===== src/rtl/lap_stopwatch_pkg.sv =====
// Shared constants for the lap stopwatch: FSM state encodings and count-mode values.
package lap_stopwatch_pkg;

   localparam logic [1:0] ST_IDLE     = 2'b00;
   localparam logic [1:0] ST_COUNTING = 2'b01;
   localparam logic [1:0] ST_PAUSED   = 2'b10;
   localparam logic [1:0] ST_EXPIRED  = 2'b11;

   localparam logic MODE_UP   = 1'b0;
   localparam logic MODE_DOWN = 1'b1;

   // Laps are accepted in every state except IDLE.
   function automatic logic lap_allowed(input logic [1:0] state);
      return state != ST_IDLE;
   endfunction

endpackage


===== src/rtl/lap_fifo.sv =====
// Small synchronous FIFO for lap snapshots with a registered head, flush and sticky overflow.
module lap_fifo #(
   parameter int unsigned WIDTH      = 8,
   parameter int unsigned DEPTH      = 4,
   parameter int unsigned ADDR_WIDTH = 2
) (
   input  logic             clk,
   input  logic             async_reset,
   input  logic             flush,
   input  logic             push,
   input  logic [WIDTH-1:0] push_data,
   input  logic             pop,
   output logic [WIDTH-1:0] head,
   output logic             empty,
   output logic             full,
   output logic             overflow
);

   localparam int unsigned CW = ADDR_WIDTH + 1;

   logic [WIDTH-1:0]      mem_q [DEPTH];
   logic [ADDR_WIDTH-1:0] rd_q, rd_n, wr_q, wr_n, rd_inc_c;
   logic [CW-1:0]         count_q, count_n;
   logic [WIDTH-1:0]      head_q, head_n;
   logic                  empty_q, full_q, ovf_q, ovf_n;
   logic                  do_push_c, do_pop_c;

   assign do_pop_c  = pop && !empty_q && !flush;
   assign do_push_c = push && (!full_q || do_pop_c) && !flush;
   assign rd_inc_c  = rd_q + 1'b1;

   // Next pointers, occupancy and head; the head is kept registered so lap_data is a flop.
   always_comb begin
      rd_n    = rd_q;
      wr_n    = wr_q;
      count_n = count_q;
      head_n  = head_q;
      ovf_n   = ovf_q;
      if (flush) begin
         rd_n    = '0;
         wr_n    = '0;
         count_n = '0;
         head_n  = '0;
         ovf_n   = 1'b0;
      end else begin
         if (do_push_c) wr_n = wr_q + 1'b1;
         if (do_pop_c)  rd_n = rd_inc_c;
         case ({do_push_c, do_pop_c})
            2'b10:   count_n = count_q + 1'b1;
            2'b01:   count_n = count_q - 1'b1;
            default: count_n = count_q;
         endcase
         if (do_pop_c) begin
            if (count_q > CW'(1))  head_n = mem_q[rd_inc_c];
            else if (do_push_c)    head_n = push_data;
         end else if (do_push_c && empty_q) begin
            head_n = push_data;
         end
         if (push && full_q && !do_pop_c) ovf_n = 1'b1;
      end
   end

   always_ff @(posedge clk) begin
      if (do_push_c) mem_q[wr_q] <= push_data;
   end

   always_ff @(posedge clk or negedge async_reset) begin
      if (!async_reset) begin
         rd_q    <= '0;
         wr_q    <= '0;
         count_q <= '0;
         head_q  <= '0;
         empty_q <= 1'b1;
         full_q  <= 1'b0;
         ovf_q   <= 1'b0;
      end else begin
         rd_q    <= rd_n;
         wr_q    <= wr_n;
         count_q <= count_n;
         head_q  <= head_n;
         empty_q <= (count_n == '0);
         full_q  <= (count_n == CW'(DEPTH));
         ovf_q   <= ovf_n;
      end
   end

   assign head     = head_q;
   assign empty    = empty_q;
   assign full     = full_q;
   assign overflow = ovf_q;

endmodule


===== src/rtl/lap_stopwatch.sv =====
// Stopwatch / countdown timer: prescaler, unit counter and control FSM, plus a lap FIFO.
module lap_stopwatch
   import lap_stopwatch_pkg::*;
#(
   parameter int unsigned TICKS_PER_UNIT = 50_000_000,
   parameter int unsigned TICK_WIDTH     = 28,
   parameter int unsigned UNIT_WIDTH     = 8,
   parameter int unsigned LAP_DEPTH      = 4,
   parameter int unsigned LAP_ADDR_WIDTH = 2
) (
   input  logic                  clk,
   input  logic                  async_reset,
   input  logic                  start_pause,
   input  logic                  lap,
   input  logic                  clear,
   input  logic                  count_down,
   input  logic [UNIT_WIDTH-1:0] load_value,
   input  logic                  lap_pop,
   output logic [UNIT_WIDTH-1:0] value,
   output logic                  running,
   output logic                  expired,
   output logic [UNIT_WIDTH-1:0] lap_data,
   output logic                  lap_empty,
   output logic                  lap_full,
   output logic                  lap_overflow
);

   localparam logic [TICK_WIDTH-1:0] TICK_LAST = TICK_WIDTH'(TICKS_PER_UNIT - 1);

   logic [1:0]            state_q, state_n;
   logic                  mode_q, mode_n;
   logic [UNIT_WIDTH-1:0] value_q, value_n;
   logic [TICK_WIDTH-1:0] presc_q, presc_n;
   logic                  running_q, expired_q;
   logic                  tick_c, lap_push_c;

   assign tick_c     = (state_q == ST_COUNTING) && (presc_q == TICK_LAST);
   assign lap_push_c = lap && lap_allowed(state_q);

   // Next state, prescaler and value; a tick in the same cycle as start_pause is applied first.
   always_comb begin
      state_n = state_q;
      mode_n  = mode_q;
      value_n = value_q;
      presc_n = presc_q;
      if (clear) begin
         state_n = ST_IDLE;
         value_n = '0;
         presc_n = '0;
      end else begin
         case (state_q)
            ST_IDLE: begin
               if (start_pause) begin
                  mode_n  = count_down ? MODE_DOWN : MODE_UP;
                  presc_n = '0;
                  if (count_down && (load_value == '0)) begin
                     state_n = ST_EXPIRED;
                     value_n = '0;
                  end else begin
                     state_n = ST_COUNTING;
                     value_n = count_down ? load_value : '0;
                  end
               end
            end
            ST_COUNTING: begin
               presc_n = tick_c ? '0 : presc_q + 1'b1;
               if (tick_c) begin
                  if (mode_q == MODE_UP) begin
                     value_n = value_q + 1'b1;
                  end else begin
                     value_n = value_q - 1'b1;
                     if (value_q == UNIT_WIDTH'(1)) state_n = ST_EXPIRED;
                  end
               end
               if (start_pause && (state_n == ST_COUNTING)) state_n = ST_PAUSED;
            end
            ST_PAUSED: begin
               if (start_pause) state_n = ST_COUNTING;
            end
            ST_EXPIRED: begin
               value_n = '0;
            end
            default: begin
               state_n = ST_IDLE;
               value_n = '0;
               presc_n = '0;
            end
         endcase
      end
   end

   always_ff @(posedge clk or negedge async_reset) begin
      if (!async_reset) begin
         state_q   <= ST_IDLE;
         mode_q    <= MODE_UP;
         value_q   <= '0;
         presc_q   <= '0;
         running_q <= 1'b0;
         expired_q <= 1'b0;
      end else begin
         state_q   <= state_n;
         mode_q    <= mode_n;
         value_q   <= value_n;
         presc_q   <= presc_n;
         running_q <= (state_n == ST_COUNTING);
         expired_q <= (state_n == ST_EXPIRED);
      end
   end

   lap_fifo #(
      .WIDTH      (UNIT_WIDTH),
      .DEPTH      (LAP_DEPTH),
      .ADDR_WIDTH (LAP_ADDR_WIDTH)
   ) u_lap_fifo (
      .clk         (clk),
      .async_reset (async_reset),
      .flush       (clear),
      .push        (lap_push_c),
      .push_data   (value_q),
      .pop         (lap_pop),
      .head        (lap_data),
      .empty       (lap_empty),
      .full        (lap_full),
      .overflow    (lap_overflow)
   );

   assign value   = value_q;
   assign running = running_q;
   assign expired = expired_q;

endmodule


===== config.mk =====
export PLATFORM = sky130hd
export DESIGN_NAME = lap_stopwatch
export DESIGN_NICKNAME = d
export VERILOG_FILES = /design/src/rtl/lap_stopwatch_pkg.sv /design/src/rtl/lap_fifo.sv /design/src/rtl/lap_stopwatch.sv
export SDC_FILE = /design/constraint.sdc
export NUM_CORES = 1
export LEC_CHECK = 0
export BUFFER_PORTS_ARGS = -buffer_cell sky130_fd_sc_hd__buf_2
export CAP_MARGIN = 30
export CORE_UTILIZATION = 50
export CTS_CLUSTER_DIAMETER = 150
export CTS_CLUSTER_SIZE = 30
export DETAILED_ROUTE_END_ITERATION = 16
export GPL_ROUTABILITY_DRIVEN = 0
export PLACE_DENSITY = 0.73
export SKIP_CTS_REPAIR_TIMING = 1
export SYNTH_ARGS = -nofsm -noshare
export SYNTH_HDL_FRONTEND = slang
export SYNTH_HIERARCHICAL = 1
export SYNTH_SLANG_ARGS = --single-unit

===== constraint.sdc =====
create_clock -name clk -period 5.4 [get_ports clk]
set_clock_uncertainty 0.15 [all_clocks]
set_input_delay 0.81 -clock clk [delete_from_list [all_inputs] [get_ports clk]]
set_output_delay 0.81 -clock clk [all_outputs]
set_load 0.1 [all_outputs]

Word level (Yosys, flattened, before mapping)
Memory sizes are Yosys's and may differ from the RTL's.
Index checks and enable logic that the tools add are counted.

operators by class
  reduce and logical (&&, ||, !) cells = 30
  add/subtract/negate cells = 7
  bitwise logic cells = 1
  $lt $le $gt $ge = 1
  muxes and demuxes = 38
  eq/ne operators = 14

operator list
  cell                                                                     count
  8-bit two-way mux                                                        11
  28-bit two-way mux                                                       3
  28-bit one-hot mux with 2 select lines                                   1
  28-bit by 1-bit adder with 28-bit output, second input constant          1
  28-bit by 26-bit == test with 1-bit output, second input constant        1
  2-bit two-way mux                                                        14
  8-bit one-hot mux with 3 select lines                                    1
  1-bit logical AND                                                        11
  8-bit by 1-bit adder with 8-bit output, second input constant            1
  2-bit by 1-bit == test with 1-bit output, second input constant          4
  2-bit == test, second input constant                                     4
  8-bit by 1-bit == test with 1-bit output, second input constant          1
  8-bit logical NOT                                                        1
  2-bit nonzero test                                                       4
  8-bit by 1-bit subtractor with 8-bit output, second input constant       1
  3-bit inequality test, second input constant                             2
  2-bit one-hot mux with 3 select lines                                    1
  3-bit one-hot mux with 2 select lines                                    1
  3-bit AND reduction                                                      2
  3-bit nonzero test                                                       2
  1-bit two-way mux                                                        5
  2-bit by 1-bit adder with 2-bit output, second input constant            2
  1-bit logical NOT                                                        4
  4-bit by 3-bit inequality test with 1-bit output, second input constant  1
  11 further kinds                                                         12

word-level totals
  word-level logic and storage cells = 105
  memories kept = 1
  bits of input ports = 15
  RAM bits = 32
  bits in registers = 59

memory list
  name              words  bits a word  read ports  clocked after Yosys merged registers in  write ports  RTL line        RTL
  u_lap_fifo.mem_q  4      8            1           0                                        1            lap_fifo.sv:21  logic [WIDTH-1:0] mem_q [DEPTH];

Depth between registers and ports, before layout
  depth after elaboration = 12
  mapped depth = 13
  mapped depth without buffers = 11

Hierarchy
Netlist, hierarchy kept.

by module, submodules not included
  module         area each (um2)  sequential area each (um2)  instances  cells each
  lap_stopwatch  2696.3           1026.0                      1          299
  lap_fifo       2242.2           1412.6                      1          150

Least setup slack after synthesis
Ideal clock, no wire load.

  path kind = register -> register
  start point = register u_lap_fifo.full_q (netlist: u_lap_fifo/full)
  end point = register u_lap_fifo.head_q[0] (netlist: u_lap_fifo/head[0])
  buffers on the path = 1
  period minus slack after synthesis = 2765 ps
  setup slack = 2635 ps
  data required time = 5167 ps
  cell stages (with the launch flop) = 11
  data arrival time = 2533 ps
  path through = dfrtp_1 > inv_1 > o21ai_1 > nor2_1 > inv_1 > ha_1 > or3b_4 > o32ai_4 > buf_6 > nand2_1 > o21ai_0

on the way
  word-level cells in the longest chain between the ends = 7
  elaborated cells between the ends (all ways) = 8
  classes of those cells = eq/ne: 1; reduce/logical: 7

RTL lines
  what                                      RTL line        RTL
  start: declaration                        lap_fifo.sv:25  logic empty_q, full_q, ovf_q, ovf_n;
  start signal: assignment                  lap_fifo.sv:82  full_q <= (count_n == CW'(DEPTH));
  1-bit logical NOT (*)                     lap_fifo.sv:29  assign do_push_c = push && (!full_q || do_pop_c) && !flush;
  1-bit logical OR (*)                      lap_fifo.sv:29
  1-bit logical AND (*) (2 in a row)        lap_fifo.sv:29
  1-bit logical AND                         lap_fifo.sv:56  end else if (do_push_c && empty_q) begin
  3-bit nonzero test (no source line)       --
  2-bit AND reduction (no source line) (*)  --
  end signal: assignment                    lap_fifo.sv:80  head_q <= head_n;
  end: declaration                          lap_fifo.sv:24  logic [WIDTH-1:0] head_q, head_n;

Mark *: on every way between the ends. The rest lies on a longest branch, timed or not.
A chain may end at the register's enable or synchronous reset.

Worst setup path after layout
  start point = register state_q[1]
  end point = register presc_q[22]

on the way
  word-level cells in the longest chain between the ends = 5
  elaborated cells between the ends (all ways) = 9
  classes of those cells = eq/ne: 2; mux: 3; reduce/logical: 4

RTL lines
  what                                      RTL line                                  RTL
  start: declaration                        lap_stopwatch.sv:30                       logic [1:0] state_q, state_n;
  start signal: assignment                  lap_stopwatch.sv:101                      state_q <= state_n;
  2-bit by 1-bit == test with 1-bit output  lap_stopwatch.sv:37, lap_stopwatch.sv:51
  1-bit logical AND                         lap_stopwatch.sv:37                       assign tick_c = (state_q == ST_COUNTING) && (presc_q == TICK_LAST);
  28-bit two-way mux                        lap_stopwatch.sv:66                       presc_n = tick_c ? '0 : presc_q + 1'b1;
  28-bit one-hot mux with 2 select lines    lap_stopwatch.sv:51                       case (state_q)
  28-bit two-way mux                        lap_stopwatch.sv:46                       if (clear) begin
  end signal: assignment                    lap_stopwatch.sv:104                      presc_q <= presc_n;
  end: declaration                          lap_stopwatch.sv:33                       logic [TICK_WIDTH-1:0] presc_q, presc_n;

Parallel ways exist; a longest one is shown, timed or not.

==> results by group <==
Yosys
  – Main flop type after synthesis: dfrtp_1
  – Yosys cell types: 70
  – Synth area leader: dfrtp_1
  – Most instantiated cells after synthesis: dfrtp_1, nor2_1, nand2_1, edfxtp_1, inv_1
  – Mapped Avg Cell Area: roughly 11 um2
  – Ranking of synthesized cells by area: dfrtp_1, edfxtp_1, ha_1
  – Async set-reset flop share out of synthesis: between 60% and 70%
  – Synth warn: 6
  – Syn nets: between 400 and 500
  – Sequential element share of the synthesized area: between 40% and 50%
  – Syn Std Cell Area: slightly below 5000 um2
  – Most frequent cell after synthesis: dfrtp_1
  – Post-Syn Instances: around 450
  – Number of synthesized flops with an enable pin: 32
  – Yosys reg bits: roughly 90
  – Yosys top cell area share: between 20% and 30%

Timing
  – Tcrit/Tclk final: 60.5%
  – Setup TNS: 0 ns
  – Max frequency: 306 MHz
  – Slew Viols, Final: 0
  – Final setup margin: between 2 and 2.5 ns
  – Hold Fails Final Rpt: 0
  – RSZ-0062 raised after global routing: no
  – Post-layout min period: between 3 and 4 ns
  – Worst slew pin tran: between 0.9 and 1 ns
  – Slew HR: roughly a third
  – Endpoints failing setup: 0

Floorplanning
  – Die area: just over 10000 um2
  – DIE WIDTH: 101 um
  – Die height: roughly 100 um
  – # IOs: 36
  – Core Box Area: about 9400 um2
  – Initial core utilization: 52.5%
  – Rows: 35

CTS
  – CTS root buf: clkbuf_8
  – CTS H-Tree Depth: 3
  – Clock transition at the registers of the reported paths: around 0.11 ns
  – Maximum buffer depth of the clock tree: 2
  – Clock buffer count from CTS: 9
  – TritonCTS clock tree: yes
  – Clk Latency, worst-skew pair: 0.37 ns
  – Sink Count: 91

Min path
  – Worst Hold Path EP: u_lap_fifo/head[4]$_DFFE_PN0P_
  – Worst Hold Launch: u_lap_fifo/head[4]$_DFFE_PN0P_
  – Hold Crit Class: flip-flop to flip-flop
  – Hold Path Depth: 2

Worst setup path
  – R2R Path Start: state_q[1]$_DFF_PN0_
  – Max FO, Critical Path: 25
  – Worst setup EP type: flip-flop
  – RR Endpoint: presc_q[22]$_DFFE_PN0P_
  – Worst Path Arrival: 3.33 ns
  – WS Path Type: flip-flop to flip-flop
  – FF-to-FF path depth: 7
  – Critical Path RT: between 5 and 6 ns
  – Critical Path Start Type: flip-flop
  – R2R Setup Slk: 2.13 ns

Route
  – Routed length per placed instance: around 17 um
  – Initial DRC count: 180
  – Final WL: a little over 10000 um
  – Via count: between 3000 and 4000
  – Drt pass-1 iters: 4
  – Vias per cell: 5.82
  – DRC viols: 0
  – Post-route ant nets: 0

Global route
  – GRT overflow: 0
  – Met3 usage: 3.24%
  – Gr usage total: a little over a fifth
  – Met1 Usage GRT: ~30%
  – Antenna violations before repair: 0
  – First-pass GRT wire length: between 15000 and 20000 um
  – Vias in the first global route: ~3500
  – M2 GR Usage: between 30 and 40%
  – Global route hottest layer: met2
  – Largest net degree at the start of global routing: 60

Power and ir drop
  – Comb pwr share: between 10% and 20%
  – Power Density: between 200 and 300 nW/um2
  – Clock Power Share: a little under a third
  – Switching power: about 530 uW
  – Cell Int Power: 999 uW
  – Max VDD drop: ~170 uV
  – LEAKAGE: between 0.002 and 0.0025 uW
  – Sw Share: between 30 and 40%
  – Reg power frac: between 50 and 60%

Finish
  – Diodes inserted: 0
  – Layout Nets: a little over 500
  – Syn-to-layout area delta: 9.35%
  – Share of layout cells above drive strength 1: approximately 17%
  – Filler instances: between 700 and 800

Run
  – Max-Cap Viols: 0

Place
  – IO Port Bufs: 35
  – Post-DP HPWL: ~7000 um
  – Pre-CTS WS: ~1.9 ns

Status
  – Outcome: finished, final reports clean
metal layers:
metal / part of all wire (%) / routed length (um)
met3: 3.1 / 317
met4: 1.8 / 182
met1: 48 / 4880
met5: 0 / 0
met2: 47 / 4790
state kept, by name, summed over array words and instances (netlist names), 2 cells and up:
| signal | count |
|---|---|
| presc_q | 28 |
| state_q | 2 |
| u_lap_fifo/count_q | 3 |
| u_lap_fifo/head | 8 |
| u_lap_fifo/mem_q | 32 |
| u_lap_fifo/rd_q | 2 |
| u_lap_fifo/wr_q | 2 |
| value | 8 |
through the flow:
step / cells / hold WS, ns / util (%) / cell area [um2] / power [uW]
final: 613 / 0.334 / 57.4 / 5400 / 1520
after global routing: 613 / 0.374 / 57.4 / 5400 / 1590
after CTS: 613 / 0.344 / 57.4 / 5400 / 1540
after detailed placement: 597 / 0.320 / 55.2 / 5200 / 1070
after global placement: 596 / 0.309 / 55.1 / 5190 / 1070
after floorplan: 449 / 0.315 / - / 4940 / 1010
worst max-delay path by stage:
stage                              startpoint                              to  depth (start not counted)
detailed placement                      clear  u_lap_fifo/head[1]$_DFFE_PN0P_                          9
floorplan           u_lap_fifo/full$_DFF_PN0_  u_lap_fifo/head[0]$_DFFE_PN0P_                         10
CTS                      state_q[1]$_DFF_PN0_         presc_q[18]$_DFFE_PN0P_                          7
global route             state_q[1]$_DFF_PN0_         presc_q[18]$_DFFE_PN0P_                          7
global placement                        clear  u_lap_fifo/head[0]$_DFFE_PN0P_                          9
finish                   state_q[1]$_DFF_PN0_         presc_q[22]$_DFFE_PN0P_                          7
cells by family (layout without fill, tap and decap cells):
kind of cell    after synthesis  in the layout  synth area share [%]
xor+xnor                     23             23                  4.08
compound gates               74             74                  10.4
flops                        91             91                  49.4
simple gates                180            180                  21.4
buf+inv                      41             76                  3.65
mux                          23             23                  6.76
fa+ha+maj                    17             17                  4.31
worst max-delay path, stage by stage (launching register included):
cell     delay (ns)
dfrtp_1        0.42
inv_1          0.14
ha_1           0.54
nor4b_1        0.41
and4_1         0.35
a21oi_2        0.14
nor2_2         0.80
nor3_1         0.16
final cells by class:
class	count	area, um2	share of cell area, %
flip-flops and latches	91	2440	45.2
inverters	23	86.3	1.60
repair buffers	37	190	3.52
clock buffers	9	124	2.29
clock inverters	7	80.1	1.48
multi-input cells	317	2320	43.0
well taps	129	161	2.99
power groups by stage:
stage / combinational [uW] / sequential [uW] / clock [uW]
floorplan: 142 / 869 / 0
global placement: 280 / 789 / 0
detailed placement: 283 / 791 / 0
CTS: 284 / 777 / 476
global route: 307 / 782 / 504
finish: 285 / 777 / 463
layout by cell type (no fill, tap or decap), drive strengths merged, types with 7 or more instances in the layout:
master,instances
nand3,18
nor4,10
nor2b,14
clkbuf,9
mux4,8
nand4,11
xor2,15
inv,26
mux2i,12
ha,17
and4,7
dfrtp,58
nor2,37
and2,8
xnor2,8
o21ai,21
buf,37
a21oi,16
edfxtp,32
nand2,34
(Power assumes the default switching activity.)
